===== src/rtl/qiak_master.sv =====
// Processor-side QBUS interrupt-acknowledge master: synchronises the bus inputs, resolves
// the pending interrupt level and runs the DIN/IAKO/RPLY handshake that fetches the vector.
module qiak_master #(
  parameter int unsigned SYNC_STAGES = 2,
  parameter int unsigned SETUP_CYC   = 6,
  parameter int unsigned TIMEOUT_CYC = 400
) (
  input  logic        clk,
  input  logic        reset_n,
  input  logic        RINIT,
  input  logic [7:4]  RIRQ,
  input  logic        RRPLY,
  input  logic [15:0] RDAL,
  input  logic        bus_idle,
  output logic        TDIN,
  output logic        TIAKO,
  input  logic [2:0]  cpu_priority,
  output logic        int_pending,
  output logic [2:0]  int_level,
  input  logic        iak_start,
  output logic        iak_busy,
  output logic        vector_valid,
  output logic [8:0]  vector,
  output logic [2:0]  ack_level,
  output logic        iak_timeout
);

  localparam int unsigned TW = (TIMEOUT_CYC > 1) ? $clog2(TIMEOUT_CYC) : 1;

  typedef enum logic [2:0] {
    S_IDLE,
    S_DIN,
    S_IAK,
    S_LATCH,
    S_RELEASE,
    S_ABORT
  } state_e;

  logic [SYNC_STAGES-1:0]      init_sync_q, init_sync_d;
  logic [SYNC_STAGES-1:0]      rply_sync_q, rply_sync_d;
  logic [SYNC_STAGES-1:0][3:0] irq_sync_q, irq_sync_d;
  logic [SYNC_STAGES-1:0][6:0] dal_sync_q, dal_sync_d;

  state_e        state_q, state_d;
  logic [TW-1:0] timer_q, timer_d;
  logic [2:0]    int_level_q, int_level_d;
  logic          int_pending_q, int_pending_d;
  logic          tdin_q, tdin_d;
  logic          tiako_q, tiako_d;
  logic          busy_q, busy_d;
  logic          vector_valid_q, vector_valid_d;
  logic          iak_timeout_q, iak_timeout_d;
  logic [8:0]    vector_q, vector_d;
  logic [2:0]    ack_level_q, ack_level_d;

  logic       init_s;
  logic       rply_s;
  logic [3:0] irq_s;
  logic [6:0] dal_s;

  // Only RDAL<8:2> carry vector bits; the rest of the bus is deliberately ignored.
  logic unused_dal;
  assign unused_dal = ^{RDAL[15:9], RDAL[1:0]};

  assign init_s = init_sync_q[SYNC_STAGES-1];
  assign rply_s = rply_sync_q[SYNC_STAGES-1];
  assign irq_s  = irq_sync_q[SYNC_STAGES-1];
  assign dal_s  = dal_sync_q[SYNC_STAGES-1];

  always_comb begin
    init_sync_d[0] = RINIT;
    rply_sync_d[0] = RRPLY;
    irq_sync_d[0]  = RIRQ;
    dal_sync_d[0]  = RDAL[8:2];
    for (int unsigned i = 1; i < SYNC_STAGES; i++) begin
      init_sync_d[i] = init_sync_q[i-1];
      rply_sync_d[i] = rply_sync_q[i-1];
      irq_sync_d[i]  = irq_sync_q[i-1];
      dal_sync_d[i]  = dal_sync_q[i-1];
    end
  end

  always_comb begin
    if (irq_s[3])      int_level_d = 3'd7;
    else if (irq_s[2]) int_level_d = 3'd6;
    else if (irq_s[1]) int_level_d = 3'd5;
    else if (irq_s[0]) int_level_d = 3'd4;
    else               int_level_d = 3'd0;
    int_pending_d = (int_level_d != 3'd0) && (int_level_d > cpu_priority);
  end

  always_comb begin
    state_d        = state_q;
    vector_d       = vector_q;
    ack_level_d    = ack_level_q;
    vector_valid_d = 1'b0;
    iak_timeout_d  = 1'b0;

    unique case (state_q)
      S_IDLE: begin
        if (iak_start && int_pending_q && bus_idle) begin
          state_d     = S_DIN;
          ack_level_d = int_level_q;
        end
      end
      S_DIN: begin
        if (timer_q == TW'(SETUP_CYC - 1)) state_d = S_IAK;
      end
      S_IAK: begin
        if (rply_s) begin
          state_d        = S_LATCH;
          vector_d       = {dal_s, 2'b00};
          vector_valid_d = 1'b1;
        end else if (timer_q == TW'(TIMEOUT_CYC - 1)) begin
          state_d       = S_ABORT;
          iak_timeout_d = 1'b1;
        end
      end
      S_LATCH: state_d = S_RELEASE;
      S_RELEASE: begin
        if (!rply_s) begin
          state_d = S_IDLE;
        end else if (timer_q == TW'(TIMEOUT_CYC - 1)) begin
          state_d       = S_ABORT;
          iak_timeout_d = 1'b1;
        end
      end
      S_ABORT: state_d = S_IDLE;
      default: state_d = S_IDLE;
    endcase

    if (state_d != state_q || state_q == S_IDLE) timer_d = '0;
    else                                         timer_d = timer_q + 1'b1;

    // Drive strobes from the next state so TIAKO is only ever high while in IAK.
    tdin_d  = (state_d == S_DIN) || (state_d == S_IAK);
    tiako_d = (state_d == S_IAK);
    busy_d  = (state_d != S_IDLE);

    if (init_s) begin
      state_d        = S_IDLE;
      timer_d        = '0;
      vector_d       = '0;
      ack_level_d    = '0;
      vector_valid_d = 1'b0;
      iak_timeout_d  = 1'b0;
      tdin_d         = 1'b0;
      tiako_d        = 1'b0;
      busy_d         = 1'b0;
    end
  end

  always_ff @(posedge clk) begin
    if (!reset_n) begin
      init_sync_q    <= '0;
      rply_sync_q    <= '0;
      irq_sync_q     <= '0;
      dal_sync_q     <= '0;
      state_q        <= S_IDLE;
      timer_q        <= '0;
      int_level_q    <= '0;
      int_pending_q  <= 1'b0;
      tdin_q         <= 1'b0;
      tiako_q        <= 1'b0;
      busy_q         <= 1'b0;
      vector_valid_q <= 1'b0;
      iak_timeout_q  <= 1'b0;
      vector_q       <= '0;
      ack_level_q    <= '0;
    end else begin
      init_sync_q    <= init_sync_d;
      rply_sync_q    <= rply_sync_d;
      irq_sync_q     <= irq_sync_d;
      dal_sync_q     <= dal_sync_d;
      state_q        <= state_d;
      timer_q        <= timer_d;
      int_level_q    <= int_level_d;
      int_pending_q  <= int_pending_d;
      tdin_q         <= tdin_d;
      tiako_q        <= tiako_d;
      busy_q         <= busy_d;
      vector_valid_q <= vector_valid_d;
      iak_timeout_q  <= iak_timeout_d;
      vector_q       <= vector_d;
      ack_level_q    <= ack_level_d;
    end
  end

  assign TDIN         = tdin_q;
  assign TIAKO        = tiako_q;
  assign int_pending  = int_pending_q;
  assign int_level    = int_level_q;
  assign iak_busy     = busy_q;
  assign vector_valid = vector_valid_q;
  assign vector       = vector_q;
  assign ack_level    = ack_level_q;
  assign iak_timeout  = iak_timeout_q;

endmodule


===== config.mk =====
export PLATFORM = sky130hd
export DESIGN_NAME = qiak_master
export DESIGN_NICKNAME = d
export VERILOG_FILES = /design/src/rtl/qiak_master.sv
export SDC_FILE = /design/constraint.sdc
export NUM_CORES = 1
export LEC_CHECK = 0
export CORE_ASPECT_RATIO = 0.7
export CORE_MARGIN = 2
export CORE_UTILIZATION = 55
export CTS_BUF_LIST = sky130_fd_sc_hd__clkbuf_4 sky130_fd_sc_hd__clkbuf_8
export CTS_CLUSTER_SIZE = 14
export DETAILED_ROUTE_END_ITERATION = 10
export HOLD_SLACK_MARGIN = 0.05
export PLACE_DENSITY = 0.91
export SLEW_MARGIN = 20
export SYNTH_ARGS = -nofsm -noshare
export SYNTH_HDL_FRONTEND = slang
export SYNTH_SLANG_ARGS = --single-unit

===== constraint.sdc =====
create_clock -name clk -period 3.3 [get_ports clk]
set_input_delay 0.33 -clock clk [delete_from_list [all_inputs] [get_ports clk]]
set_output_delay 0.33 -clock clk [all_outputs]
set_load 0.01 [all_outputs]

Yosys cells after proc, flatten, opt, wreduce, memory -nomap -nowiden
Index checks and enable logic that the tools add are counted.
W data, S select, Z words.
{"block": "op_classes", "magnitude_cmp": 1, "mux": 15, "n_addsub": 1, "eq_ne": 9, "reduce_logical": 13, "bitwise": 2}
{"operator": "$mux W3", "count": 9}
{"operator": "$pmux W3 S5", "count": 1}
{"operator": "$add A9 B1 Y9 const B", "count": 1}
{"operator": "$eq A3 B2 Y1 const B", "count": 3}
{"operator": "$eq A9 B3 Y1 const B", "count": 1}
{"operator": "$eq A9 B9 Y1 const B", "count": 1}
{"operator": "$eq A3 B1 Y1 const B", "count": 2}
{"operator": "$reduce_bool A3 Y1", "count": 2}
{"operator": "$reduce_or A3 Y1", "count": 2}
{"operator": "$mux W1", "count": 4}
{"operator": "$reduce_and A2 Y1", "count": 2}
{"operator": "$eq A3 B3 Y1 const B", "count": 1}
{"operator": "$gt A3 B3 Y1", "count": 1}
{"operator": "$logic_and A1 B1 Y1", "count": 3}
{"operator": "$logic_not A3 Y1", "count": 1}
{"operator": "$ne A3 B3 Y1", "count": 1}
{"operator": "$logic_or A1 B1 Y1", "count": 2}
{"operator": "$not A1 Y1", "count": 2}
{"operator": "$pmux W1 S2", "count": 1}
{"operator": "$reduce_or A2 Y1", "count": 1}
{"block": "totals", "inputBits": 29, "regBits": 57, "out_inout_bits": 21, "wordCells": 58}

Depth between registers and ports, before layout
Gate-level depths: netlist of run 1.
{"block": "logic_depth", "depth_word": 7, "depth_mapped": 7, "mapped_depth_nobuf": 7}

Worst setup path after synthesis of run 1
OpenSTA, ideal clock, no wires.
{"block": "synth_path", "path_kind": "register -> register", "startpoint": "register timer_q[4]", "endpoint": "register tdin_q, in the netlist TDIN", "period_less_slack_ns": 1.777, "stages_incl_launch_ff": 7, "slack_ns": 1.523, "t_arrival_ns": 1.661, "path_buffers": 1, "required_time_ns": 3.185, "setup_time_ns": 0.115, "cell_sequence": "dfxtp_1 buf_6 or4b_4 a2111oi_2 nor4_1 and2_4 a31o_1"}
{"block": "synth_between", "elab_chain_len": 6, "word_cells_on_any_way": 10, "cone_classes": "4 x eq/ne; 5 x mux; 1 x reduce/logical"}
{"element": "start, declared", "line": "45", "rtl": "logic [TW-1:0] timer_q, timer_d;"}
{"element": "start signal, assigned", "line": "176", "rtl": "timer_q <= timer_d;"}
{"element": "$eq A9 B9 Y1", "line": "114, 123"}
{"element": "$mux W3", "line": "114, 123"}
{"element": "$mux W3, on equally long branches", "line": "121, 110"}
{"element": "$pmux W3 S5 (*)", "line": "99", "rtl": "unique case (state_q)"}
{"element": "$eq A3 B1 Y1 / $eq A3 B2 Y1 (equally long branches)", "line": "136", "rtl": "tdin_d = (state_d == S_DIN) || (state_d == S_IAK);"}
{"element": "$logic_or A1 B1 Y1 (*)", "line": "136"}
{"element": "end signal, assigned", "line": "179", "rtl": "tdin_q <= tdin_d;"}
{"element": "end, declared", "line": "48", "rtl": "logic tdin_q, tdin_d;"}
Mark *: on every way between the ends. The rest lies on a longest branch, timed or not.
A chain may end at the register's enable or synchronous reset.

Worst setup path after layout of run 1
{"block": "layout_path", "startpoint": "register timer_q[0]", "endpoint": "register busy_q, in the netlist iak_busy"}
{"block": "layout_between", "elab_chain_len": 5, "word_cells_on_any_way": 8, "cone_classes": "2 x eq/ne; 5 x mux; 1 x reduce/logical"}
{"element": "$eq A9 B9 Y1", "line": "114, 123"}
{"element": "$mux W3", "line": "114, 123"}
{"element": "$mux W3, on equally long branches", "line": "121, 110"}
{"element": "$pmux W3 S5 (*)", "line": "99"}
{"element": "$reduce_bool A3 Y1 (*)", "line": "138", "rtl": "busy_d = (state_d != S_IDLE);"}
{"element": "end signal, assigned", "line": "181", "rtl": "busy_q <= busy_d;"}
{"element": "end, declared", "line": "50", "rtl": "logic busy_q, busy_d;"}
Marks and branches as above.

==> flow_summary_export.csv, run 1 <==
group,metric,value,unit
place,place_ws,1.054,ns
logic_synthesis,synthAdderAreaFrac,0.02934,
die,start_util,0.5880,
setup_path,cp_num_buf_inv,0,
routing,drc,0,
setup_path,critPathMaxFanout,4,
power_and_ir_drop,peakVddDrop,0.0004046,V
logic_synthesis,synth.area.mux_share,0.01408,
power_and_ir_drop,clockPowerShare,0.451,
setup_path,cp-start-kind,"flop",
clock_network,cts_buffers,9,
clock_network,cts_tree,"done",
clock_network,clk_pin_slew,0.06,ns
logic_synthesis,synth_cell_type_count,49,
routing,wl,3.938,mm
sta,fmax,472.2,MHz
die,die_h,56.09,µm
routing,drt_first_iter_violations,120,
sta,finalHoldViolCount,0,
clock_network,clk_latency,0.34,ns
die,dieWidth,78.42,µm
sta,tightest_slew,0.6353,ns
logic_synthesis,synth.area.top_cells,"dfxtp_1 (54%), and2_1 (8.2%), nand2_1 (3.5%)",
finish,area_growth,27.29,%
logic_synthesis,synth_compound_area_frac,0.08979,
setup_path,reg2reg_from,"timer_q[0]$_SDFF_PP0_",
global_route,track_usage,0.2067,
global_route,antenna_found_initial,0,
setup_path,cp-startpoint,"timer_q[0]$_SDFF_PP0_",
routing,top_layer_used,"met4",
power_and_ir_drop,leakage,1.037,nW
sta,slew_headroom,0.5705,
logic_synthesis,synthCells,212,
hold_path,holdCritStartpoint,"irq_sync_d[6]$_SDFF_PN0_",
logic_synthesis,ys.flop_type,"dfxtp_1",
setup_path,endpoint_kind,"flop",
routing,route.vias.total,1561,
logic_synthesis,yosys.area_share.simple,0.2565,
sta,fin_worst_skew,0.006673,ns
power_and_ir_drop,power_switching,0.0002878,W
die,coreArea,3626,µm²
place,dp_hpwl,2.613,mm
sta,finalCritPeriodShare,0.6418,
power_and_ir_drop,combinationalPowerShare,0.049,
clock_network,ctsHtreeMaxLevel,3,
finish,diodes,0,
logic_synthesis,ys_seq_area_frac,0.5352,
clock_network,ctsResizeCount,0,
logic_synthesis,yosysMostFrequentCell,"dfxtp_1",
sta,setup_tns,0,ns
finish,drive_gt1_frac,0.1124,
die,num_rows,18,
setup_path,critPathKind,"flop to flop",
setup_path,crit_arrival,2.34,ns
sta,period_needed,2.118,ns
global_route,grt_max_degree,33,
power_and_ir_drop,power,0.001429,W
global_route,grt_overflow,0,
logic_synthesis,async_flop_share,0,
sta,final_max_slew_viol_count,0,
routing,viasPerCell,5.068,
die,fp.dieArea,4398,µm²
place,port_buffers,38,
global_route,grt_pass1_wl,6.768,mm
hold_path,hp-class,"flop to flop",
logic_synthesis,yosys.area.top_type,"dfxtp_1",
setup_path,slowest_delay,0.53,ns
routing,wl_met2,1.870,mm
power_and_ir_drop,swShare,0.2013,
logic_synthesis,synth_area,2132,µm²
logic_synthesis,postSynthAreaPerCell,10.06,µm²
logic_synthesis,synth_xor_area_frac,0.02876,
clock_network,cts_setup_buffers,0,
routing,wl_met1,1.740,mm
outcome,status,"finished clean",
routing,wl_met3,269,µm
setup_path,required,3.52,ns
routing,first_pass_iters,4,
clock_network,cts_root_buf,"clkbuf_8",
power_and_ir_drop,pwr-share-seq,0.499,
logic_synthesis,synth_top_area_frac,0.5352,
logic_synthesis,synth-edff-count,0,
logic_synthesis,ys_ff_latch,57,
sta,layout_setup_ws,1.182,ns
routing,avgRoutedWirePerCell,12.79,µm
finish,nets,287,
setup_path,crit_family,"simple AND/OR/NAND/NOR gates",
logic_synthesis,synth_top_family_by_area,"simple AND/OR/NAND/NOR gates",
clock_network,cts_hold_buf,0,
setup_path,worstPathCellList,"ha_1, nor4b_1, a21oi_2, nor4_1, a21oi_1, or2_1",
logic_synthesis,netlist_top_cells_count,"dfxtp_1 (57), and2_1 (28), nand2_1 (20)",
logic_synthesis,yosys_warnings,0,
place,gp_congestion,0.8818,
global_route,grt_pass1_vias,1450,
power_and_ir_drop,powerDensity,526.7,nW/µm²
sta,setup_viol,0,
clock_network,clock_path_buffers,2,
clock_network,cts_num_sinks,57,
setup_path,cp_slowest_cell,"nor4b_1",
routing,ant_nets,0,
run,cap_viol_max_count,0,
sta,rsz0062_at_grt,"false",
power_and_ir_drop,p_int,0.001142,W
die,pin_count,50,
==> flip-flops by register name (all words and copies together), names as in the netlist, 4 cells and up <==
name and count:
dal_sync_d 7, irq_sync_d 4, dal_s 7, vector 7
timer_q 9, irq_s 4
==> area by class of cell <==
type / count / area [µm²]
Multi-Input combinational cell: 140 / 899.6
Clock buffer: 13 / 160.2
Clock inverter: 3 / 40.04
Tap cell: 50 / 62.56
Inverter: 6 / 22.52
Sequential cell: 57 / 1141
Timing Repair Buffer: 39 / 387.9
Fill cell: 247 / 912.1
==> per-stage QoR <==
| step | hold WS [ns] | cell area (µm²) | util | cells |
|---|---|---|---|---|
| 3_3_place_gp | 0.4136 | 2514 | 0.6932 | 292 |
| 5_1_grt | 0.4418 | 2714 | 0.7484 | 308 |
| 2_1_floorplan | 0.4119 | 2136 | - | 213 |
| 6_report | 0.4306 | 2714 | 0.7484 | 308 |
| 4_1_cts | 0.4323 | 2714 | 0.7484 | 308 |
| 3_5_place_dp | 0.4186 | 2514 | 0.6932 | 292 |
==> logic make-up (layout without fill, tap and decap cells) <==
group	Yosys count	after routing
AO/OA/AOI/OAI	26	26
XOR/XNOR	7	7
adder cells (fa/ha/maj)	5	5
buffers and inverters	16	61
flip-flops	57	57
multiplexers	3	3
other	1	2
AND/OR/NAND/NOR	97	97
==> path summary, 6_finish.rpt <==
kind                                       endpoint  slack (ns)  cells past startpoint
worst max-delay path            iak_busy$_SDFF_PP0_        1.18                      6
worst min-delay path            irq_s[2]$_SDFF_PN0_        0.43                      1
worst max register to register  iak_busy$_SDFF_PP0_        1.18                      6
worst min register to register  irq_s[2]$_SDFF_PN0_        0.43                      1
==> cells in the final DEF (no fill, tap or decap), types with 2 or more instances in the layout <==
cell type and n:
or2b_2 2, o31ai_1 2, clkbuf_4 3, o21ai_0 3, xor2_1 4, xnor2_1 3
nor2_1 18, nand3_1 4, and2_1 28, mux2i_1 3, a21oi_1 10, clkinv_2 2
nor4_1 2, nor4b_1 2, conb_1 2, nor3_1 2, and3_1 3, nand2_1 20
clkdlybuf4s50_1 38, inv_1 6, ha_1 5, clkbuf_8 10, nor2b_1 3, dfxtp_1 57
==> routing by layer <==
metal,vias up,track usage
li1,791,-
met1,714,0.2416
met2,50,0.3128
met3,6,0.1120
met4,0,0.09273
met5,-,0
==> power groups by stage <==
stage | Clock (W) | Sequential [W] | Combinational (W)
2_1_floorplan | 0 | 0.000728 | 0.0000357
3_3_place_gp | 0 | 0.000728 | 0.0000688
3_5_place_dp | 0 | 0.000729 | 0.0000709
4_1_cts | 0.000658 | 0.000714 | 0.0000717
5_1_grt | 0.000700 | 0.000715 | 0.0000794
6_report | 0.000645 | 0.000714 | 0.0000705
No activity file was read; power rests on OpenSTA's default activity.
==> run 2, diff against run 1 <==
CORE_UTILIZATION = 51   (was 55)
PLACE_DENSITY = 0.85   (was 0.91)
clock period = 2.2 ns   (was 3.3 ns; I/O delays follow)
==> run 2 against run 1 <==
Compared with the run above: critical path depth grew 1; largest cell class unchanged; flip-flop and latch count is the same; via count shrank 0.70%; register-to-register slack lost 1.0 ns; core utilization shrank 6.1 points; critical path type unchanged; sequential share of layout area shrank 0.25 points.
==> flow_summary_export.csv, run 2 (synthesis gave the netlist of run 1 again) <==
group,metric,value,unit
run,cap_viol_max_count,0,
clock_network,cts_num_sinks,57,
outcome,status,"finished clean",
global_route,grt_max_degree,31,
sta,final_max_slew_viol_count,0,
clock_network,clk_latency,0.34,ns
setup_path,endpoint_kind,"flop",
setup_path,cp-start-kind,"flop",
clock_network,ctsResizeCount,0,
setup_path,cp-startpoint,"timer_q[0]$_SDFF_PP0_",
setup_path,required,2.42,ns
place,dp_hpwl,2.596,mm
die,coreArea,3970,µm²
place,post_dp_cell_area,2531,µm²
clock_network,clk_pin_slew,0.06,ns
die,dieWidth,81.28,µm
setup_path,r2r_cells,7,
setup_path,cp_slowest_cell,"nor4_1",
finish,final_area,2730,µm²
finish,area_growth,28.05,%
routing,route.vias.total,1550,
place,gp_congestion,0.7971,
routing,first_pass_iters,4,
sta,setup_tns,0,ns
routing,drt_first_iter_violations,90,
routing,drc,0,
die,start_util,0.5370,
sta,period_needed,2.054,ns
clock_network,clock_path_buffers,2,
routing,ant_nets,0,
sta,tightest_slew,0.5745,ns
place,port_buffers,38,
sta,slew_headroom,0.6134,
hold_path,hp-class,"flop to flop",
die,die_h,58.10,µm
finish,nets,289,
sta,fin_worst_skew,0.006685,ns
finish,layout_commonest_cell,"dfxtp_1",
setup_path,reg2reg_from,"timer_q[0]$_SDFF_PP0_",
die,fp.dieArea,4722,µm²
sta,finalCritPeriodShare,0.9335,
finish,regMostFlops,"timer_q",
clock_network,cts_setup_buffers,0,
finish,largest_reg_flops,9,
die,pin_count,50,
power_and_ir_drop,leakage,1.045,nW
hold_path,hold-path-cell-count,1,
sta,setup_viol,0,
setup_path,slowest_delay,0.52,ns
sta,rsz0062_at_grt,"false",
sta,finalHoldViolCount,0,
global_route,antenna_found_initial,0,
clock_network,cts_buffers,9,
setup_path,critPathMaxFanout,4,
finish,diodes,0,
routing,avgRoutedWirePerCell,12.00,µm
power_and_ir_drop,peakVddDrop,0.0006054,V
setup_path,crit_end,"iak_busy$_SDFF_PP0_",
finish,drive_gt1_frac,0.1158,
die,num_rows,19,
global_route,grt_pass1_vias,1414,
setup_path,worstPathCellList,"ha_1, nor4b_1, buf_4, a21oi_2, nor4_1, a21oi_1, or2_1",
global_route,grt_overflow,0,
setup_path,critPathKind,"flop to flop",
setup_path,rr_endpoint,"iak_busy$_SDFF_PP0_",
clock_network,cts_tree,"done",
routing,wl,3.731,mm
setup_path,crit_arrival,2.27,ns
global_route,track_usage,0.1884,
clock_network,ctsHtreeMaxLevel,3,
global_route,grt_pass1_wl,6.334,mm
power_and_ir_drop,powerDensity,784.2,nW/µm²
finish,final_cell_mix,"dfxtp_1 (57), clkdlybuf4s50_1 (38), and2_1 (28)",
setup_path,rrSetupSlack,0.15,ns
clock_network,cts_hold_buf,0,
sta,fmax,486.9,MHz
routing,viasPerCell,4.984,
clock_network,cts_root_buf,"clkbuf_8",
==> run 2: changes by cell type in the layout (fill, tap and decap cells not counted) <==
| cell | before | now |
|---|---|---|
| buf_4 | 1 | 3 |
| clkbuf_4 | 3 | 1 |
| clkbuf_8 | 10 | 11 |
==> run 2: worst max-delay path, delay by kind of cell (launching register included) <==
kind,cells,cell delay [ns]
buffers and inverters,1,0.19
flip-flops,1,0.37
AND/OR/NAND/NOR,3,1.04
AO/OA/AOI/OAI,2,0.17
adder cells (fa/ha/maj),1,0.17
==> run 2: final cells by class <==
| type | instances | area [µm²] |
|---|---|---|
| timing repair buffer | 41 | 402.9 |
| fill | 278 | 1240 |
| clock buffer | 12 | 158.9 |
| inverter | 6 | 22.52 |
| sequential | 57 | 1141 |
| clock inverter | 3 | 40.04 |
| multi-input combinational | 140 | 899.6 |
| tap | 52 | 65.06 |
==> run 2: worst min-delay path by stage <==
stage / startpoint / end / slack (ns)
final: dal_sync_d[7]$_SDFF_PN0_ / dal_s[0]$_SDFF_PN0_ / 0.43
after global routing: rply_sync_q[0]$_SDFF_PN0_ / rply_sync_q[1]$_SDFF_PN0_ / 0.44
after CTS: dal_sync_d[7]$_SDFF_PN0_ / dal_s[0]$_SDFF_PN0_ / 0.43
after detailed placement: dal_sync_d[13]$_SDFF_PN0_ / dal_s[6]$_SDFF_PN0_ / 0.42
after global placement: irq_sync_d[5]$_SDFF_PN0_ / irq_s[1]$_SDFF_PN0_ / 0.41
after floorplan: RDAL[5] / dal_sync_d[10]$_SDFF_PN0_ / 0.35
==> run 2: power by group <==
part	internal (W)	total (W)	switching, W
Clock	0.000586	0.000963	0.000377
Sequential	0.00106	0.00107	0.0000102
Combinational	0.0000661	0.000107	0.0000412
Total	0.00171	0.00214	0.000428
==> run 2: routing by layer <==
layer  global-route usage  share of wire
met1               0.2224           0.46
met2               0.2799           0.46
met3               0.1090          0.062
met4              0.07990          0.017
met5                    0              0
==> run 2: through the flow <==
stage               total power (W)  hold WS (ns)  worst slack [ns]    util  instances
floorplan                  0.001146        0.3473            0.4234       -        213
global placement           0.001199        0.4142            0.2941  0.6376        296
detailed placement         0.001202        0.4181            0.2459  0.6376        296
CTS                        0.002171        0.4307            0.2065  0.6877        311
global route               0.002231        0.4448           0.07145  0.6877        311
finish                     0.002141        0.4304            0.1463  0.6877        311
==> run 3, diff against run 2 <==
CORE_MARGIN = unset   (was 2)
PLACE_DENSITY = unset   (was 0.85)
PLACE_DENSITY_LB_ADDON = 0.08   (was unset)
==> run 3 against run 2 <==
Compared with the run above: power grew 2.0%; cell area grew 0.87%; largest cell class unchanged; worst hold slack is essentially flat; non-clock buffer count grew 1; flip-flop and latch count is the same; via count shrank 2.2%; core utilization grew 0.60 points.
==> flow_summary_export.csv, run 3 (synthesis gave the netlist of run 1 again) <==
group,metric,value,unit
power_and_ir_drop,pwr-share-seq,0.490,
sta,finalCritPeriodShare,0.9059,
sta,setup_tns,0,ns
global_route,track_usage,0.1945,
power_and_ir_drop,leakage,1.058,nW
power_and_ir_drop,powerDensity,793.2,nW/µm²
clock_network,clk_pin_slew,0.06,ns
setup_path,slowest_delay,0.47,ns
sta,fmax,501.8,MHz
sta,rsz0062_at_grt,"false",
setup_path,r2r_cells,7,
setup_path,cp_slowest_cell,"nor4_1",
die,dieWidth,79.28,µm
power_and_ir_drop,p_int,0.001767,W
sta,slew_headroom,0.6540,
clock_network,cts_tree,"done",
die,coreArea,3970,µm²
finish,final.fill_count,310,
place,port_buffers,38,
routing,drc,0,
clock_network,cts_root_buf,"clkbuf_8",
die,fp.dieArea,4447,µm²
setup_path,cp-start-kind,"flop",
routing,ant_nets,0,
setup_path,endpoint_kind,"flop",
sta,hold-worst-slack,0.4307,ns
global_route,antenna_found_initial,0,
global_route,grt_pass1_vias,1449,
setup_path,cp-startpoint,"timer_q[0]$_SDFF_PP0_",
sta,finalHoldViolCount,0,
sta,fin_worst_skew,0.003344,ns
setup_path,critPathMaxFanout,4,
setup_path,crit_cells,7,
global_route,grt_pass1_wl,6.368,mm
clock_network,cts_setup_buffers,0,
sta,setup_viol,0,
finish,area_growth,29.17,%
power_and_ir_drop,swShare,0.1911,
global_route,grt_overflow,0,
hold_path,hp-class,"flop to flop",
setup_path,cp_num_buf_inv,1,
power_and_ir_drop,peakVddDrop,0.0006447,V
die,start_util,0.5370,
routing,first_pass_iters,4,
setup_path,crit_family,"simple AND/OR/NAND/NOR gates",
place,post_dp_cell_area,2539,µm²
power_and_ir_drop,combinationalPowerShare,0.051,
setup_path,required,2.41,ns
clock_network,clock_path_buffers,2,
setup_path,reg2reg_from,"timer_q[0]$_SDFF_PP0_",
finish,nets,290,
finish,largest_reg_flops,9,
clock_network,clk_latency,0.31,ns
setup_path,worstPathCellList,"ha_1, nor4b_1, buf_4, a21oi_2, nor4_1, a21oi_1, or2_1",
finish,layout_commonest_cell,"dfxtp_1",
outcome,status,"finished clean",
routing,route.vias.total,1516,
finish,final_cell_mix,"dfxtp_1 (57), clkdlybuf4s50_1 (38), and2_1 (28)",
setup_path,critPathKind,"flop to flop",
global_route,grt_max_degree,31,
clock_network,cts_hold_buf,0,
die,pin_count,50,
routing,viasPerCell,4.843,
finish,diodes,0,
routing,wl,3.730,mm
routing,drt_first_iter_violations,115,
sta,tightest_slew,0.5118,ns
finish,final_area,2754,µm²
finish,drive_gt1_frac,0.1226,
place,gp_congestion,0.8611,
place,dp_hpwl,2.650,mm
setup_path,rrSetupSlack,0.21,ns
setup_path,rr_endpoint,"iak_busy$_SDFF_PP0_",
finish,regMostFlops,"timer_q",
routing,avgRoutedWirePerCell,11.92,µm
run,cap_viol_max_count,0,
sta,period_needed,1.993,ns
setup_path,crit_end,"iak_busy$_SDFF_PP0_",
power_and_ir_drop,power_switching,0.0004175,W
setup_path,crit_arrival,2.20,ns
power_and_ir_drop,clockPowerShare,0.460,
sta,final_max_slew_viol_count,0,
die,num_rows,19,
clock_network,ctsHtreeMaxLevel,3,
clock_network,ctsResizeCount,0,
clock_network,cts_buffers,9,
clock_network,cts_num_sinks,57,
die,die_h,56.10,µm
## run 3: final cells by class
cell class / count / area (µm²) / share of cell area
Multi-Input combinational cell: 140 / 899.6 / 0.3267
Clock buffer: 14 / 180.2 / 0.06542
Tap cell: 52 / 65.06 / 0.02363
Sequential cell: 57 / 1141 / 0.4144
Inverter: 6 / 22.52 / 0.008178
Clock inverter: 2 / 35.03 / 0.01272
Timing Repair Buffer: 42 / 410.4 / 0.1490
## run 3: how the worst min path moves through the flow
stage,start,slack [ns],endpoint,depth (start not counted)
final,irq_sync_d[5]$_SDFF_PN0_,0.43,irq_s[1]$_SDFF_PN0_,1
after floorplan,RDAL[5],0.35,dal_sync_d[10]$_SDFF_PN0_,1
after global placement,dal_sync_d[8]$_SDFF_PN0_,0.41,dal_s[1]$_SDFF_PN0_,1
after detailed placement,dal_sync_d[12]$_SDFF_PN0_,0.42,dal_s[5]$_SDFF_PN0_,1
after CTS,dal_sync_d[10]$_SDFF_PN0_,0.43,dal_s[3]$_SDFF_PN0_,1
after global routing,irq_sync_d[6]$_SDFF_PN0_,0.45,irq_s[2]$_SDFF_PN0_,1
## run 3: power groups by stage
stage	clock (W)	sequential, W	combinational [W]
final	0.00100	0.00107	0.000111
after global routing	0.00108	0.00107	0.000124
after CTS	0.00103	0.00107	0.000112
after detailed placement	0	0.00109	0.000111
after global placement	0	0.00109	0.000109
after floorplan	0	0.00109	0.0000536
## run 3: worst register-to-register path, cell delays in order, from the launching register on
cell and delay [ns]:
dfxtp_1 0.39, ha_1 0.17, nor4b_1 0.28, buf_4 0.18
a21oi_2 0.07, nor4_1 0.47, a21oi_1 0.11, or2_1 0.22
## run 3: metrics by stage
| step | setup WS, ns | instances | total power, W | utilization |
|---|---|---|---|---|
| 2_1_floorplan | 0.4234 | 213 | 0.001146 | - |
| 6_report | 0.2071 | 313 | 0.002184 | 0.6937 |
| 4_1_cts | 0.2368 | 313 | 0.002216 | 0.6937 |
| 5_1_grt | 0.06329 | 313 | 0.002278 | 0.6937 |
| 3_3_place_gp | 0.2678 | 297 | 0.001200 | 0.6395 |
| 3_5_place_dp | 0.2627 | 297 | 0.001204 | 0.6395 |
## run 3: routing by layer
layer  part of all wire  track usage
met1               0.48       0.2425
met2               0.45       0.2993
met3              0.059      0.07869
met4             0.0097      0.07792
met5                  0            0
